<file path="config.mk">
export PLATFORM = sky130hd
export DESIGN_NAME = matmul_job_ctrl_flat
export DESIGN_NICKNAME = d
export VERILOG_FILES = /design/src/rtl/matmul_job_ctrl_if.sv /design/src/rtl/matmul_job_ctrl.sv /design/src/flat_wrapper.sv
export SDC_FILE = /design/constraint.sdc
export NUM_CORES = 1
export LEC_CHECK = 0
export BUFFER_PORTS_ARGS = -buffer_cell sky130_fd_sc_hd__buf_4
export CAP_MARGIN = 5
export CORE_ASPECT_RATIO = 2
export CORE_MARGIN = 4
export CORE_UTILIZATION = 24
export CTS_CLUSTER_DIAMETER = 50
export CTS_CLUSTER_SIZE = 30
export DETAILED_ROUTE_END_ITERATION = 8
export HOLD_SLACK_MARGIN = 0.06
export SETUP_SLACK_MARGIN = 0.5
export SLEW_MARGIN = 5
export SYNTH_ARGS = -nofsm -noshare
export SYNTH_HDL_FRONTEND = slang
export SYNTH_SLANG_ARGS = --single-unit
</file>
<file path="constraint.sdc">
create_clock -name clk -period 3.3 [get_ports clk]
set_input_delay 0.33 -clock clk [delete_from_list [all_inputs] [get_ports clk]]
set_output_delay 0.33 -clock clk [all_outputs]
set_load 0.03 [all_outputs]
</file>
<file path="src/rtl/matmul_job_ctrl_if.sv">
// rtl/matmul_job_ctrl_if.sv - operand/result streams and engine handshake for matmul_job_ctrl
interface matmul_job_ctrl_if #(
  parameter int DATA_W = 8,
  parameter int ACC_W  = 32
);
  logic                     in_valid;
  logic                     in_ready;
  logic signed [DATA_W-1:0] in_data;

  logic                     out_valid;
  logic                     out_ready;
  logic signed [ACC_W-1:0]  out_data;
  logic                     out_last;

  logic                     eng_start;
  logic                     eng_done;
  logic [4*DATA_W-1:0]      eng_a_flat;
  logic [4*DATA_W-1:0]      eng_b_flat;
  logic [4*ACC_W-1:0]       eng_c_flat;

  // slave: the job controller; master: the operand source, result sink and engine
  modport slave (
    input  in_valid, in_data, out_ready, eng_done, eng_c_flat,
    output in_ready, out_valid, out_data, out_last, eng_start, eng_a_flat, eng_b_flat
  );

  modport master (
    output in_valid, in_data, out_ready, eng_done, eng_c_flat,
    input  in_ready, out_valid, out_data, out_last, eng_start, eng_a_flat, eng_b_flat
  );
endinterface

</file>
<file path="src/rtl/matmul_job_ctrl.sv">
// rtl/matmul_job_ctrl.sv - collects 2x2 A/B operands, runs the multiply engine, drains C
module matmul_job_ctrl #(
  parameter int DATA_W      = 8,
  parameter int ACC_W       = 32,
  parameter int TIMEOUT_CYC = 64
) (
  input  logic                clk,
  input  logic                rst_n,
  matmul_job_ctrl_if.slave    bus,
  output logic                busy,
  output logic                err_timeout,
  input  logic                clr_err,
  output logic [15:0]         jobs_done
);

  typedef enum logic [1:0] {
    LOAD  = 2'd0,
    START = 2'd1,
    WAIT  = 2'd2,
    DRAIN = 2'd3
  } state_t;

  localparam logic [15:0] WAIT_LAST = 16'(TIMEOUT_CYC - 1);

  state_t                    state;
  state_t                    state_nxt;
  logic [2:0]                idx;
  logic [2:0]                idx_nxt;
  logic [15:0]               wait_cnt;
  logic [15:0]               wait_cnt_nxt;
  logic signed [DATA_W-1:0]  opnd [0:7];
  logic signed [ACC_W-1:0]   res  [0:3];
  logic [15:0]               jobs_cnt;
  logic                      err_q;

  logic                      in_ready;
  logic                      out_valid;
  logic                      eng_start;
  logic                      in_fire;
  logic                      capture;
  logic                      timeout_hit;
  logic                      job_fire;

  always_ff @(posedge clk or negedge rst_n) begin
    if (!rst_n) begin
      state    <= LOAD;
      idx      <= '0;
      wait_cnt <= '0;
    end else begin
      state    <= state_nxt;
      idx      <= idx_nxt;
      wait_cnt <= wait_cnt_nxt;
    end
  end

  always_comb begin
    state_nxt    = state;
    idx_nxt      = idx;
    wait_cnt_nxt = '0;
    in_ready     = 1'b0;
    out_valid    = 1'b0;
    eng_start    = 1'b0;
    in_fire      = 1'b0;
    capture      = 1'b0;
    timeout_hit  = 1'b0;
    job_fire     = 1'b0;
    case (state)
      LOAD: begin
        in_ready = 1'b1;
        if (bus.in_valid) begin
          in_fire = 1'b1;
          if (idx == 3'd7) begin
            idx_nxt   = '0;
            state_nxt = START;
          end else begin
            idx_nxt = idx + 3'd1;
          end
        end
      end
      START: begin
        eng_start = 1'b1;
        state_nxt = WAIT;
      end
      WAIT: begin
        // a completion on the final allowed cycle still counts as success
        if (bus.eng_done) begin
          capture   = 1'b1;
          state_nxt = DRAIN;
        end else if (wait_cnt == WAIT_LAST) begin
          timeout_hit = 1'b1;
          state_nxt   = LOAD;
        end else begin
          wait_cnt_nxt = wait_cnt + 16'd1;
        end
      end
      DRAIN: begin
        out_valid = 1'b1;
        if (bus.out_ready) begin
          if (idx == 3'd3) begin
            job_fire  = 1'b1;
            idx_nxt   = '0;
            state_nxt = LOAD;
          end else begin
            idx_nxt = idx + 3'd1;
          end
        end
      end
      default: state_nxt = LOAD;
    endcase
  end

  always_ff @(posedge clk or negedge rst_n) begin
    if (!rst_n) begin
      for (int k = 0; k < 8; k++) opnd[k] <= '0;
    end else if (in_fire) begin
      opnd[idx] <= bus.in_data;
    end
  end

  always_ff @(posedge clk or negedge rst_n) begin
    if (!rst_n) begin
      for (int k = 0; k < 4; k++) res[k] <= '0;
    end else if (capture) begin
      for (int k = 0; k < 4; k++) res[k] <= bus.eng_c_flat[k*ACC_W +: ACC_W];
    end
  end

  always_ff @(posedge clk or negedge rst_n) begin
    if (!rst_n) begin
      err_q    <= 1'b0;
      jobs_cnt <= '0;
    end else begin
      // a timeout in the same cycle as clr_err leaves the flag set
      if (timeout_hit) begin
        err_q <= 1'b1;
      end else if (clr_err) begin
        err_q <= 1'b0;
      end
      if (job_fire) jobs_cnt <= jobs_cnt + 16'd1;
    end
  end

  always_comb begin
    bus.eng_a_flat = '0;
    bus.eng_b_flat = '0;
    for (int k = 0; k < 4; k++) begin
      bus.eng_a_flat[k*DATA_W +: DATA_W] = opnd[k];
      bus.eng_b_flat[k*DATA_W +: DATA_W] = opnd[k+4];
    end
  end

  assign bus.in_ready  = in_ready;
  assign bus.eng_start = eng_start;
  assign bus.out_valid = out_valid;
  assign bus.out_data  = res[idx[1:0]];
  assign bus.out_last  = out_valid && (idx == 3'd3);
  assign busy          = (state != LOAD) || (idx != 3'd0);
  assign err_timeout   = err_q;
  assign jobs_done     = jobs_cnt;

endmodule

</file>
<file path="src/flat_wrapper.sv">
// flat-port wrapper written by rule: the top's interface ports become plain ports
module matmul_job_ctrl_flat 
#(
  parameter int DATA_W      = 8,
  parameter int ACC_W       = 32,
  parameter int TIMEOUT_CYC = 64
)
  (clk, rst_n, busy, err_timeout, clr_err, jobs_done, bus_in_valid, bus_in_data, bus_out_ready, bus_eng_done, bus_eng_c_flat, bus_in_ready, bus_out_valid, bus_out_data, bus_out_last, bus_eng_start, bus_eng_a_flat, bus_eng_b_flat);
  matmul_job_ctrl_if #(.DATA_W(DATA_W), .ACC_W(ACC_W)) bus_i ();
  input  logic clk;
  input  logic rst_n;
  output logic busy;
  output logic err_timeout;
  input  logic clr_err;
  output logic [15:0] jobs_done;
  input wire logic [$bits(bus_i.in_valid)-1:0] bus_in_valid;
  input wire logic [$bits(bus_i.in_data)-1:0] bus_in_data;
  input wire logic [$bits(bus_i.out_ready)-1:0] bus_out_ready;
  input wire logic [$bits(bus_i.eng_done)-1:0] bus_eng_done;
  input wire logic [$bits(bus_i.eng_c_flat)-1:0] bus_eng_c_flat;
  output wire logic [$bits(bus_i.in_ready)-1:0] bus_in_ready;
  output wire logic [$bits(bus_i.out_valid)-1:0] bus_out_valid;
  output wire logic [$bits(bus_i.out_data)-1:0] bus_out_data;
  output wire logic [$bits(bus_i.out_last)-1:0] bus_out_last;
  output wire logic [$bits(bus_i.eng_start)-1:0] bus_eng_start;
  output wire logic [$bits(bus_i.eng_a_flat)-1:0] bus_eng_a_flat;
  output wire logic [$bits(bus_i.eng_b_flat)-1:0] bus_eng_b_flat;
  assign bus_i.in_valid = bus_in_valid;
  assign bus_i.in_data = bus_in_data;
  assign bus_i.out_ready = bus_out_ready;
  assign bus_i.eng_done = bus_eng_done;
  assign bus_i.eng_c_flat = bus_eng_c_flat;
  assign bus_in_ready = bus_i.in_ready;
  assign bus_out_valid = bus_i.out_valid;
  assign bus_out_data = bus_i.out_data;
  assign bus_out_last = bus_i.out_last;
  assign bus_eng_start = bus_i.eng_start;
  assign bus_eng_a_flat = bus_i.eng_a_flat;
  assign bus_eng_b_flat = bus_i.eng_b_flat;
  matmul_job_ctrl #(.DATA_W(DATA_W), .ACC_W(ACC_W), .TIMEOUT_CYC(TIMEOUT_CYC)) u_core (.clk(clk), .rst_n(rst_n), .bus(bus_i), .busy(busy), .err_timeout(err_timeout), .clr_err(clr_err), .jobs_done(jobs_done));
endmodule
</file>
Word-level counts from Yosys, hierarchy flattened
Cells that the tools add are included.
W data, S select, Z words.
{ "word_totals": {"ff_bits": 230, "input_bits": 142, "out_inout_bits": 118} }
{ "op_classes": {"add_sub_neg": 3, "order_cmp": 3, "eq_ne": 11, "muxes": 36, "bitwise": 2, "reduce_logical": 10} }
{ "op_table": {"columns": ["operator", "n"], "rows": [
  ["$bmux W32 S2", 1],
  ["$bwmux W64", 1],
  ["$mux W32", 2],
  ["$mux W16", 3],
  ["$add A16 B1 Y16 const B", 2],
  ["$demux W8 S3", 1],
  ["$eq A16 B6 Y1 const B", 1],
  ["$mux W1", 15],
  ["$mux W2", 6],
  ["$mux W3", 4],
  ["$mux W8", 1],
  ["$pmux W2 S4", 1],
  ["$pmux W3 S2", 1],
  ["$reduce_bool A2 Y1", 3],
  ["$reduce_and A5 Y1", 1],
  ["$eq A2 B2 Y1 const B", 2],
  ["$ge A4 B4 Y1 const B", 1],
  ["$lt A4 B1 Y1 const B", 1],
  ["$ne A2 B1 Y1 const B", 2],
  ["$ne A2 B2 Y1 const B", 2],
  ["$not A3 Y4", 1],
  ["$add A3 B1 Y3 const B", 1],
  ["$eq A3 B2 Y1 const B", 1],
  ["$eq A3 B3 Y1 const B", 1],
  ["9 further kinds", 10]
]} }

Logic depth before layout (Yosys ltp)
{ "depth": {"depth_word": 6, "mapped_depth": 8, "depth_no_buf": 6} }

Worst setup path after synthesis
No wires, ideal clock.
{ "synth_timing": {"path_type": "register to register", "from": "reg u_core.state[0]", "to": "reg u_core.opnd, in the netlist u_core.bus.eng_b_flat[17]", "setup_time_ps": 125, "arrival_time_ps": 1679, "required_ps": 3175, "path_slack_ps": 1496, "path_stages_with_launch": 8, "n_path_buf": 3, "period_less_slack_ps": 1804, "path_cell_list": "dfrtp_1 buf_2 nor2_4 and3_4 buf_6 and3_4 buf_6 mux2_2"} }
{ "synth_between": {"elab_chain_len": 2} }
{ "synth_rtl": {"columns": ["element", "line", "text"], "rows": [
  ["start: declaration", "matmul_job_ctrl.sv:25", "state_t state;"],
  ["start signal: assignment", "matmul_job_ctrl.sv:50", "state <= state_nxt;"],
  ["$logic_not A2 Y1", "matmul_job_ctrl.sv:67", "case (state)"],
  ["$mux W1", "matmul_job_ctrl.sv:67", null],
  ["end signal: indexed assignment", "matmul_job_ctrl.sv:116", "opnd[idx] <= bus.in_data;"],
  ["end: declaration", "matmul_job_ctrl.sv:31", "logic signed [DATA_W-1:0] opnd [0:7];"]
]} }
Every way passes these cells.
A chain may end at the register's enable or synchronous reset.

Worst setup path in the final report
{ "layout_timing": {"from": "reg u_core.idx[1]", "to": "out bus_out_data[20]"} }
{ "layout_between": {"elab_chain_len": 4} }
{ "layout_rtl": {"columns": ["element", "line", "text"], "rows": [
  ["start: declaration", "matmul_job_ctrl.sv:27", "logic [2:0] idx;"],
  ["start signal: assignment", "matmul_job_ctrl.sv:51", "idx <= idx_nxt;"],
  ["$not A2 Y3 (not written as such)", "matmul_job_ctrl.sv:155", "assign bus.out_data = res[idx[1:0]];"],
  ["$bmux W32 S2", "matmul_job_ctrl.sv:155", null],
  ["$mux W32 (not written as such) (2 in series)", "matmul_job_ctrl.sv:155", null],
  ["end: declaration", "flat_wrapper.sv:23", "output wire logic [$bits(bus_i.out_data)-1:0] bus_out_data;"]
]} }
Every way passes these cells. The select of a mux whose other input is x is not followed.

==> flow_metrics.py <==
metrics = {
    "flow_run": {
        "drv_cap": 0,
    },
    "timing": {
        "timing.final.ws_setup_ns": 0.6937,
        "tns_ns": 0,
        "fmax_ghz": 0.3837,
        "period_share_pct": 78.98,
        "whs_ns": 0.09953,
        "slew_headroom_pct": 41.04,
        "setup_viol": 0,
        "layout_min_cycle_time_ns": 2.606,
        "rsz0062_at_grt": "no",
        "fin_skew_ns": 0.01836,
        "worst_slew_pin_slew_ns": 0.8817,
        "hold_viol": 0,
        "slew_viol_final": 0,
    },
    "cts": {
        "cts_setup_buffers": 0,
        "cts_buffers": 23,
        "cts_sinks": 230,
        "clock_path_buffers": 3,
        "clk_pin_slew_ns": 0.08,
        "cts_root_buf": "clkbuf_16",
        "cts_tree": "yes",
        "clock_latency_ns": 0.52,
        "h-tree-depth": 1,
    },
    "route": {
        "viasPerCell": 4.314,
        "drc_errors": 0,
        "num_vias": 6808,
        "first_iter_violations": 186,
        "drt_wl_total_um": 29050,
        "detail-route-antenna-nets": 0,
        "first_pass_iters": 4,
        "wl_per_cell_um": 18.41,
    },
    "logic_synthesis": {
        "seq_area_frac_synth_pct": 58.22,
        "synth_area_leaders": "dfrtp_1, mux2_2, mux4_2, mux2_4, xor2_1",
        "netlist_top_cells_count": "dfrtp_1, mux2_2, mux4_2, nor2_1, buf_2",
        "synth_most_common_cell": "dfrtp_1",
        "synth.distinct_cells": 41,
        "async_flop_share_pct": 100.0,
        "synth.top_cell.area_share_pct": 58.22,
        "syn-num-nets": 786,
        "synth_ff_type": "dfrtp_1",
        "netlist_instances": 637,
        "synth_area_leader_cell": "dfrtp_1",
        "avgSynthCellArea_um2": 15.52,
        "synth_seq_cells": 230,
        "ys_warn_count": 0,
        "synth-edff-count": 0,
        "synth_area_um2": 9886,
    },
    "worst_setup_path": {
        "critPathRequiredTime_ns": 2.97,
        "r2r_cells": 6,
        "crit_start": "u_core.idx[1]$_DFFE_PN0P_",
        "endpoint": "bus_out_data[20]",
        "cp_data_arrival_time_ns": 2.28,
        "crit_path_end_kind": "primary output",
        "rrSetupSlack_ns": 1.05,
        "critical_path_peak_fanout": 20,
        "reg2reg_to": "u_core.jobs_done[10]$_DFFE_PN0P_",
        "critPathKind": "flip-flop to primary output",
        "cp-start-kind": "flip-flop",
        "r2r_start": "u_core.idx[1]$_DFFE_PN0P_",
    },
    "hold_path": {
        "min_path_type": "primary input to flip-flop",
    },
    "floorplan": {
        "coreArea_um2": 40470,
        "start_util_pct": 24.43,
        "core.rowCount": 104,
        "die_h_um": 295.0,
        "dieArea_um2": 44700,
        "io_pins": 260,
        "die_x_um": 151.5,
    },
    "global_route": {
        "antenna_found_initial": 1,
        "grt_use_total_pct": 12.78,
        "overflow": 0,
        "grt_max_degree": 88,
        "grt_first_pass_wirelength_um": 44160,
        "grt_pass1_vias": 7763,
    },
    "power_and_ir_drop": {
        "swShare_pct": 35.24,
        "cellLeakagePower_nw": 6.744,
        "power.total_mw": 11.75,
        "power.switching_mw": 4.140,
        "seqPwrFrac_pct": 36.7,
        "power_frac_clock_pct": 23.5,
        "pwr_density_cell_nw_per_um2": 808.6,
        "irDropWorstVdd_mv": 0.5369,
        "p_int_mw": 7.606,
        "p_comb_share_pct": 39.9,
    },
    "finish": {
        "drive_gt1_share_pct": 52.96,
        "final_util_pct": 35.90,
        "syn_to_final_growth_pct": 46.96,
        "fillers": 3874,
        "final_nets": 1179,
    },
    "placed_design": {
        "io_buffer_count": 259,
        "place_ws_ns": 1.027,
        "gp_congestion": 0.7949,
        "hpwl_um": 20540,
    },
    "run_status": {
        "status": "finished clean",
    },
}
worst max-delay path, stage by stage (launching register included):
cell and delay, ns:
dfrtp_2 0.69, buf_4 0.44, mux4_2 0.41, buf_4 0.19
power by group through the flow:
stage          sequential, mW  clock (mW)  combinational [mW]
2_1_floorplan            4.27           0                3.04
3_3_place_gp             4.30           0                4.56
3_5_place_dp             4.35           0                4.62
4_1_cts                  4.29        2.88                4.76
5_1_grt                  4.42        3.00                4.98
6_report                 4.31        2.76                4.68
layer usage:
layer  global-route usage [%]  wire, um  part of all wire (%)
met5                        0         0                     0
met4                    6.122      1306                   4.5
met3                    2.301      1643                   5.7
met2                    24.33     16150                    56
met1                    13.15      9952                    34
per-stage QoR:
step | std cells | area [um^2]
after detailed placement | 1406 | 12450
after floorplan | 637 | 9886
after global placement | 1406 | 12450
after global routing | 1577 | 14530
final | 1578 | 14530
after CTS | 1576 | 14520
cell families after synthesis:
family	share of synthesized area, %
AO/OA/AOI/OAI	1.012
XOR/XNOR	2.392
adder cells (fa/ha/maj)	0.8859
buffers and inverters	2.076
flip-flops	58.22
multiplexers	29.87
AND/OR/NAND/NOR	5.544
how the worst min path moves through the flow:
stage,endpoint,startpoint,cells after the start
after detailed placement,u_core.bus.eng_b_flat[7]$_DFFE_PN0P_,rst_n,1
after floorplan,u_core.bus.eng_a_flat[0]$_DFFE_PN0P_,rst_n,0
after CTS,u_core.bus.eng_b_flat[16]$_DFFE_PN0P_,bus_in_data[0],2
after global routing,u_core.bus.eng_b_flat[27]$_DFFE_PN0P_,bus_in_data[3],2
final,u_core.state[0]$_DFFE_PN0P_,bus_in_valid,2
after global placement,u_core.bus.eng_b_flat[7]$_DFFE_PN0P_,rst_n,1
area by class of cell:
type	count	area [um^2]	share of cell area [%]
Antenna cell	2	5.005	0.03445
Clock inverter	16	198.9	1.369
Timing Repair Buffer	398	3368	23.18
Tap cell	530	663.1	4.565
Inverter	7	26.28	0.1809
Sequential cell	230	5758	39.63
Clock buffer	25	583.1	4.013
Multi-Input combinational cell	370	3925	27.02
what timing repair did:
| item | in CTS | in global routing |
|---|---|---|
| gates resized for setup | 0 | 0 |
| endpoints found under the hold margin | 190 | 0 |
| hold buffers | 129 | 0 |
cells in the final DEF (no fill, tap or decap), types with 3 or more instances in the layout:
cell type,Yosys,routed
a21oi_1,3,3
and2_1,3,3
and3_1,6,6
and3_4,3,3
buf_12,0,4
buf_4,1,264
clkbuf_16,0,23
clkinv_4,0,4
dfrtp_1,230,228
dlygate4sd3_1,0,129
ha_1,7,7
inv_1,7,7
inv_6,0,4
mux2_2,184,184
mux2_4,10,10
mux4_2,32,32
nand2_1,12,12
nand2_2,6,6
nand3_1,13,13
nand4_1,7,7
nor2_1,21,21
nor3_1,8,8
o21ai_0,3,3
or3_1,3,3
xnor2_1,12,12
xor2_1,15,15
state kept, by name, indices dropped and copies added (netlist names):
| name | count |
|---|---|
| u_core.res | 128 |
| u_core.bus.eng_a_flat | 32 |
| u_core.bus.eng_b_flat | 32 |
| u_core.jobs_done | 16 |
| u_core.wait_cnt | 16 |
| u_core.idx | 3 |
| u_core.state | 2 |
| u_core.err_timeout | 1 |
Note: power is estimated with default switching activity, not from simulation.
